## src/rtl/router_fsm_nch.sv

```systemverilog
// router_fsm_nch: N-channel router control FSM with invalid-address dropping.
// Optional macro WAIT_TIMEOUT_EN adds a bounded WAIT_TILL_EMPTY with timeout_err.
module router_fsm_nch #(
  parameter int N_CH         = 3,
  parameter int ADDR_W       = 2,
  parameter int WAIT_TIMEOUT = 255
) (
  input  logic              clock,
  input  logic              reset,
  input  logic              pkt_valid,
  input  logic [ADDR_W-1:0] data_in,
  input  logic [N_CH-1:0]   fifo_full,
  input  logic [N_CH-1:0]   fifo_empty,
  input  logic [N_CH-1:0]   soft_reset,
  input  logic              parity_done,
  input  logic              low_pkt_valid,
  output logic              detect_add,
  output logic              lfd_state,
  output logic              ld_state,
  output logic              laf_state,
  output logic              full_state,
  output logic              rst_int_reg,
  output logic              write_enb_reg,
  output logic              busy,
  output logic              drop_state,
  output logic [N_CH-1:0]   dest_sel,
  output logic              timeout_err
);

  typedef enum logic [3:0] {
    S_DA   = 4'd0,
    S_LFD  = 4'd1,
    S_LD   = 4'd2,
    S_LP   = 4'd3,
    S_CPE  = 4'd4,
    S_FFS  = 4'd5,
    S_LAF  = 4'd6,
    S_WTE  = 4'd7,
    S_DROP = 4'd8
  } state_t;

  if (N_CH < 2 || N_CH > 8 || (1 << ADDR_W) < N_CH
      || WAIT_TIMEOUT < 1) begin : g_bad_param
    $error("router_fsm_nch: illegal parameters");
  end

  state_t          r_state;
  state_t          w_next;
  logic [N_CH-1:0] r_dest;
  logic [N_CH-1:0] w_a_oh;
  logic            w_a_ok;
  logic            w_a_empty;
  logic            w_latch;
  logic            w_full;
  logic            w_empty;
  logic            w_srst;
  logic            w_tmo;

  // one-hot decode of the header address; out-of-range gives all zeros
  always_comb begin
    w_a_oh = '0;
    for (int i = 0; i < N_CH; i++) begin
      w_a_oh[i] = (32'(data_in) == i);
    end
  end

  assign w_a_ok    = |w_a_oh;
  assign w_a_empty = |(w_a_oh & fifo_empty);
  assign w_full    = |(r_dest & fifo_full);
  assign w_empty   = |(r_dest & fifo_empty);
  assign w_srst    = |(r_dest & soft_reset);

`ifdef WAIT_TIMEOUT_EN
  localparam int TW = (WAIT_TIMEOUT > 255) ? 16 : 8;
  logic [TW-1:0] r_timer;
  logic          r_tmo_err;

  assign w_tmo = (r_timer == TW'(WAIT_TIMEOUT - 1));

  // wait timer counts cycles in WAIT_TILL_EMPTY; pulse on timeout exit
  always_ff @(posedge clock) begin
    if (reset) begin
      r_timer   <= '0;
      r_tmo_err <= 1'b0;
    end else begin
      r_timer   <= (r_state == S_WTE) ? r_timer + TW'(1) : '0;
      r_tmo_err <= (r_state == S_WTE) && (w_next == S_DROP);
    end
  end

  assign timeout_err = r_tmo_err;
`else
  assign w_tmo       = 1'b0;
  assign timeout_err = 1'b0;
`endif

  // next-state selection; soft reset of the addressed channel overrides
  always_comb begin
    w_next  = r_state;
    w_latch = 1'b0;
    if (r_state != S_DA && w_srst) begin
      w_next = S_DA;
    end else begin
      case (r_state)
        S_DA: begin
          if (pkt_valid) begin
            unique case (1'b1)
              !w_a_ok: w_next = S_DROP;
              w_a_ok && w_a_empty: begin
                w_next  = S_LFD;
                w_latch = 1'b1;
              end
              w_a_ok && !w_a_empty: begin
                w_next  = S_WTE;
                w_latch = 1'b1;
              end
            endcase
          end
        end
        S_WTE: begin
          if (w_empty)    w_next = S_LFD;
          else if (w_tmo) w_next = S_DROP;
        end
        S_LFD: w_next = S_LD;
        S_LD: begin
          if (w_full)          w_next = S_FFS;
          else if (!pkt_valid) w_next = S_LP;
        end
        S_LP:  w_next = S_CPE;
        S_CPE: w_next = w_full ? S_FFS : S_DA;
        S_FFS: begin
          if (!w_full) w_next = S_LAF;
        end
        S_LAF: begin
          if (parity_done)        w_next = S_DA;
          else if (low_pkt_valid) w_next = S_LP;
          else                    w_next = S_LD;
        end
        S_DROP: begin
          if (!pkt_valid) w_next = S_DA;
        end
        default: w_next = S_DA;
      endcase
    end
  end

  // state and latched destination
  always_ff @(posedge clock) begin
    if (reset) begin
      r_state <= S_DA;
      r_dest  <= N_CH'(1);
    end else begin
      r_state <= w_next;
      if (w_latch) r_dest <= w_a_oh;
    end
  end

  // Moore output decode; illegal encodings drive everything low
  always_comb begin
    detect_add    = 1'b0;
    lfd_state     = 1'b0;
    ld_state      = 1'b0;
    laf_state     = 1'b0;
    full_state    = 1'b0;
    rst_int_reg   = 1'b0;
    write_enb_reg = 1'b0;
    busy          = 1'b0;
    drop_state    = 1'b0;
    dest_sel      = '0;
    case (r_state)
      S_DA: detect_add = 1'b1;
      S_WTE: begin
        busy     = 1'b1;
        dest_sel = r_dest;
      end
      S_LFD: begin
        lfd_state = 1'b1;
        busy      = 1'b1;
        dest_sel  = r_dest;
      end
      S_LD: begin
        ld_state      = 1'b1;
        write_enb_reg = 1'b1;
        dest_sel      = r_dest;
      end
      S_LP: begin
        write_enb_reg = 1'b1;
        busy          = 1'b1;
        dest_sel      = r_dest;
      end
      S_CPE: begin
        rst_int_reg = 1'b1;
        busy        = 1'b1;
        dest_sel    = r_dest;
      end
      S_FFS: begin
        full_state = 1'b1;
        busy       = 1'b1;
        dest_sel   = r_dest;
      end
      S_LAF: begin
        laf_state     = 1'b1;
        write_enb_reg = 1'b1;
        busy          = 1'b1;
        dest_sel      = r_dest;
      end
      S_DROP: drop_state = 1'b1;
      default: ;
    endcase
  end

endmodule

```

## config.mk

```make
export PLATFORM = sky130hd
export DESIGN_NAME = router_fsm_nch
export DESIGN_NICKNAME = d
export VERILOG_FILES = /design/src/rtl/router_fsm_nch.sv
export SDC_FILE = /design/constraint.sdc
export NUM_CORES = 1
export LEC_CHECK = 0
export ABC_CLOCK_PERIOD_IN_PS = 1800
export BUFFER_PORTS_ARGS = -buffer_cell sky130_fd_sc_hd__clkbuf_2
export CAP_MARGIN = 10
export CORE_MARGIN = 2
export CORE_UTILIZATION = 40
export DETAILED_ROUTE_END_ITERATION = 8
export HOLD_SLACK_MARGIN = 0.02
export PLACE_DENSITY_LB_ADDON = 0.3
export SLEW_MARGIN = 10
export SYNTH_ARGS = -nofsm -noshare
export SYNTH_HDL_FRONTEND = slang
export SYNTH_SLANG_ARGS = --single-unit
```

## constraint.sdc

```tcl
create_clock -name clock -period 1.8 [get_ports clock]
set_input_delay 0.27 -clock clock [delete_from_list [all_inputs] [get_ports clock]]
set_output_delay 0.27 -clock clock [all_outputs]
set_load 0.01 [all_outputs]
```

# Yosys cells after proc, flatten, opt, wreduce, memory -nomap -nowiden
# Cells that the tools add are included.
[totals]
ff_bits = 7
inputBits = 16
out_inout_bits = 13
elab_cells = 65
[op_classes]
eq_ne = 15
mux = 25
n_bitwise = 4
reduce_logical = 19
[ops]
columns = ["cell", "n"]
rows = [
  ["4-bit case mux with 9 select lines", 1],
  ["4-bit 2-to-1 mux", 6],
  ["3-bit OR reduction", 6],
  ["4-bit by 3-bit == test with 1-bit output (second input constant)", 4],
  ["1-bit 2-to-1 mux", 14],
  ["3-bit AND", 4],
  ["4-bit case mux with 3 select lines", 1],
  ["4-bit by 2-bit == test with 1-bit output (second input constant)", 2],
  ["2-bit != test (second input constant)", 4],
  ["7-bit OR reduction", 1],
  ["3-bit 2-to-1 mux", 2],
  ["6-bit OR reduction", 1],
  ["5-bit AND reduction", 1],
  ["4-bit by 1-bit == test with 1-bit output (second input constant)", 1],
  ["4-bit == test (second input constant)", 1],
  ["4-bit zero test", 1],
  ["4-bit nonzero test", 1],
  ["2-bit OR reduction", 2],
  ["1-bit logical AND", 3],
  ["3-bit != test (second input constant)", 1],
  ["2-bit by 1-bit == test with 1-bit output (second input constant)", 1],
  ["2-bit == test (second input constant)", 1],
  ["1-bit zero test", 2],
  ["2-bit zero test", 1],
  ["2-bit 2-to-1 mux", 1],
]

# Depth between registers and ports, before layout
[depth]
ltp_word = 10
ltp_mapped = 6
ltp_nobuf = 5

# Worst setup path after synthesis
# No wires, ideal clock.
[synth_timing]
path_kind = "reg2reg"
from = "register r_state[3]"
to = "register r_state[1]"
setup_time_ps = 72
arrival_time_ps = 1536
required_time_ps = 1728
slack_ps = 192
stages_incl_launch_ff = 6
n_path_buf = 1
synth_period_minus_slack_ps = 1608
cell_sequence = "dfxtp_1 buf_2 nor4_2 o21bai_1 a211o_1 mux2i_1"
[synth_between]
elab_chain_cells = 3
elab_cells_between_ends = 19
cone_classes = "13 x eq/ne; 1 x mux; 5 x reduce/logical"
[synth_rtl]
columns = ["element", "line_no", "source"]
rows = [
  ["from (decl)", "47", "state_t r_state;"],
  ["from (signal assigned)", "153", "r_state <= w_next;"],
  ["4-bit by 2-bit == test with 1-bit output (tied with other cells)", "104", "case (r_state)"],
  ["3-bit != test (no line) (tied with other cells)", "n/a", ""],
  ["5-bit AND reduction (no line) / 2-bit OR reduction (equally long branches)", "n/a", ""],
]
# Parallel ways exist; a longest one is shown, timed or not.
# A chain may end at the register's enable or synchronous reset.

# Final worst setup path
[layout_timing]
from = "register r_state[3]"
to = "output port drop_state"
[layout_between]
elab_chain_cells = 2
[layout_rtl]
columns = ["element", "line_no", "source"]
rows = [
  ["4-bit == test", "170", "case (r_state)"],
  ["1-bit 2-to-1 mux", "170", ""],
  ["to (decl)", "25", "output logic drop_state,"],
]
# Every way passes these cells.

==> flow_summary.ini <==
[global_routing]
grt_first_pass_wirelength_um = 2750
grt_max_degree = 17
grt_pass1_vias = 639
overflow = 0
antenna_found_initial = 0
track_usage_pct = 19.3

[power_and_ir_drop]
p_per_area_nw_per_um2 = 1550
intPower_mw = 0.654
vdd_drop_max_uv = 716
power.switching_mw = 0.591
seqPwrFrac_pct = 27.0
pwr-share-comb_pct = 62.0
clock_power_share_pct = 11.0
p_leak_nw = 0.365
p_sw_share_pct = 47.5
finalPower_mw = 1.25

[finish]
syn2layout_area_growth_pct = 32.6
drive_above_1_share_pct = 36.2
nNetsFinal = 133
n_antenna_cell = 0
nFillCells = 152

[worst_setup_path]
cpMaxStageDelayCell = dfxtp_2
critPathArrivalTime_ns = 1.35
crit_fanout = 10
critical_path_class = reg2out
end_kind = output port
start_kind = flip-flop
max_stage_delay_ns = 0.43
cp.required_ns = 1.53
path_cells = clkinv_1, nor4_2, clkbuf_2

[clocking]
cts_made_buffers = 3
cts_buffer_depth = 2
path_clk_slew_ns = 0.05
root_buffer = clkbuf_4
clock_sinks = 7
cts_setup_buffers = 0
clk_latency_ns = 0.25
htree_levels = 1
cts_tree = yes

[logic_synthesis]
yosysTopAreaCell = dfxtp_1
syn_area_um2 = 606
syn_avg_cell_area_um2 = 7.04
synth-edff-count = 0
yosysUniqueCellTypes = 35
yosysMostFrequentCell = nor2_1
yosys_most_used_dff = dfxtp_1
ys_top_cells_by_area = dfxtp_1, nor2_1, nand2b_1
synth-warning-count = 0
ys_seq_area_share_pct = 23.1
async_flop_share_pct = 0
synth_cells = 86
ys_ff_latch = 7
syn-num-nets = 102
synth_common_cells = nor2_1, dfxtp_1, nand2_1, nor3_1, nand2b_1
synth_top_area_share_pct = 23.1

[hold_path]
hold_class = in2reg

[drt]
drt-initial-drc-count = 24
vias_per_cell = 5.70
vias = 752
post_drt_wl_per_cell_um = 11.8
drt_drc_violations_left = 0
drt-total-wl_um = 1560
antenna_left = 0
firstDrtPassIters = 6

[run_status]
outcome = finished, final reports clean

[floorplanning]
die_w_um = 42.9
coreArea_um2 = 1450
std_cell_rows = 14
dieArea_um2 = 1840
start_util_pct = 41.7
io_pins = 29
die_height_um = 42.9

[timing]
slew_viol_final = 0
fmax_mhz = 616
fin_skew_ns = 0.00502
rsz0062_at_grt = no
fin_crit_sh_pct = 90.1
layout_min_cycle_time_ns = 1.62
hold_viol_final = 0
fin_tns_setup_ns = 0
setup_violations = 0

[job]
drv_cap = 0

[placement]
dp_hpwl_um = 1270
gp_congestion = 0.883
io_buffers = 27
[sequential cells by signal, indices dropped and copies added (netlist names)]
register  cells
r_dest        3
r_state       4
[critical path, delay by kind of cell (launching register included)]
kind          cells  cell delay [ns]
simple gates      1             0.30
flops             1             0.43
buf+inv           2             0.37
[per-layer routing]
metal,part of all wire [%],vias up,global-route usage [%]
met5,0,-,0
met4,0.51,0,9.38
met3,6.7,2,1.70
met2,50,22,30.9
met1,42,349,25.8
li1,-,379,-
[stage by stage]
step	hold WS [ns]	instances	util (%)	worst slack, ns	area, um^2
6_report	0.251	132	55.2	0.178	803
5_1_grt	0.268	132	55.2	0.0736	803
4_1_cts	0.243	132	54.6	0.0229	795
3_5_place_dp	0.509	128	52.8	0.275	767
3_3_place_gp	0.509	128	52.8	0.270	767
2_1_floorplan	0.349	86	-	0.192	606
[final cells by class]
cell class / instances / area (um^2) / share of cell area [%]
repair buffers: 31 / 165 / 20.6
well taps: 16 / 20.0 / 2.49
inverters: 2 / 7.51 / 0.935
flip-flops and latches: 7 / 144 / 17.9
multi-input cells: 72 / 440 / 54.8
clock buffers: 4 / 26.3 / 3.27
[cell usage in the layout, fill, tap and decap left out, types with 3 or more instances in the layout]
cell	count
nand2_1	7
nand2b_1	6
clkbuf_4	3
a21oi_1	5
mux2i_1	3
buf_4	4
and2_1	3
nor2_1	13
dfxtp_2	3
clkbuf_2	27
dfxtp_1	4
a222oi_1	3
nor3_1	7
[cell families after synthesis]
group,share of synthesized area (%)
AOI/OAI and AO/OA,27.1
and+or+nand+nor,39.1
muxes,4.96
DFF,23.1
buffers and inverters,5.16
other,0.619
[path summary, 6_finish.rpt]
kind                            cells after the start  slack [ns]                    start                 endpoint
worst max register to register                      6        0.29   r_dest[0]$_SDFFE_PP1P_  r_state[1]$_SDFFE_PP0P_
worst min-delay path                                2        0.25                    reset   r_dest[2]$_SDFFE_PP0P_
worst min register to register                      2        0.55   r_dest[2]$_SDFFE_PP0P_   r_dest[2]$_SDFFE_PP0P_
worst max-delay path                                3        0.18  r_state[3]$_SDFFE_PP0P_               drop_state
[repair_timing]
| item | in CTS | in global routing |
|---|---|---|
| endpoints found under the setup margin | 1 | 4 |
| gates resized for setup | 1 | 4 |
| hold buffers | 0 | 0 |
[power by group through the flow]
stage | registers (mW) | clock network, mW | logic (mW)
after global placement | 0.326 | 0 | 0.759
after CTS | 0.323 | 0.142 | 0.773
final | 0.336 | 0.137 | 0.772
after detailed placement | 0.326 | 0 | 0.771
after floorplan | 0.253 | 0 | 0.562
after global routing | 0.351 | 0.150 | 0.875
(Power assumes the default switching activity.)
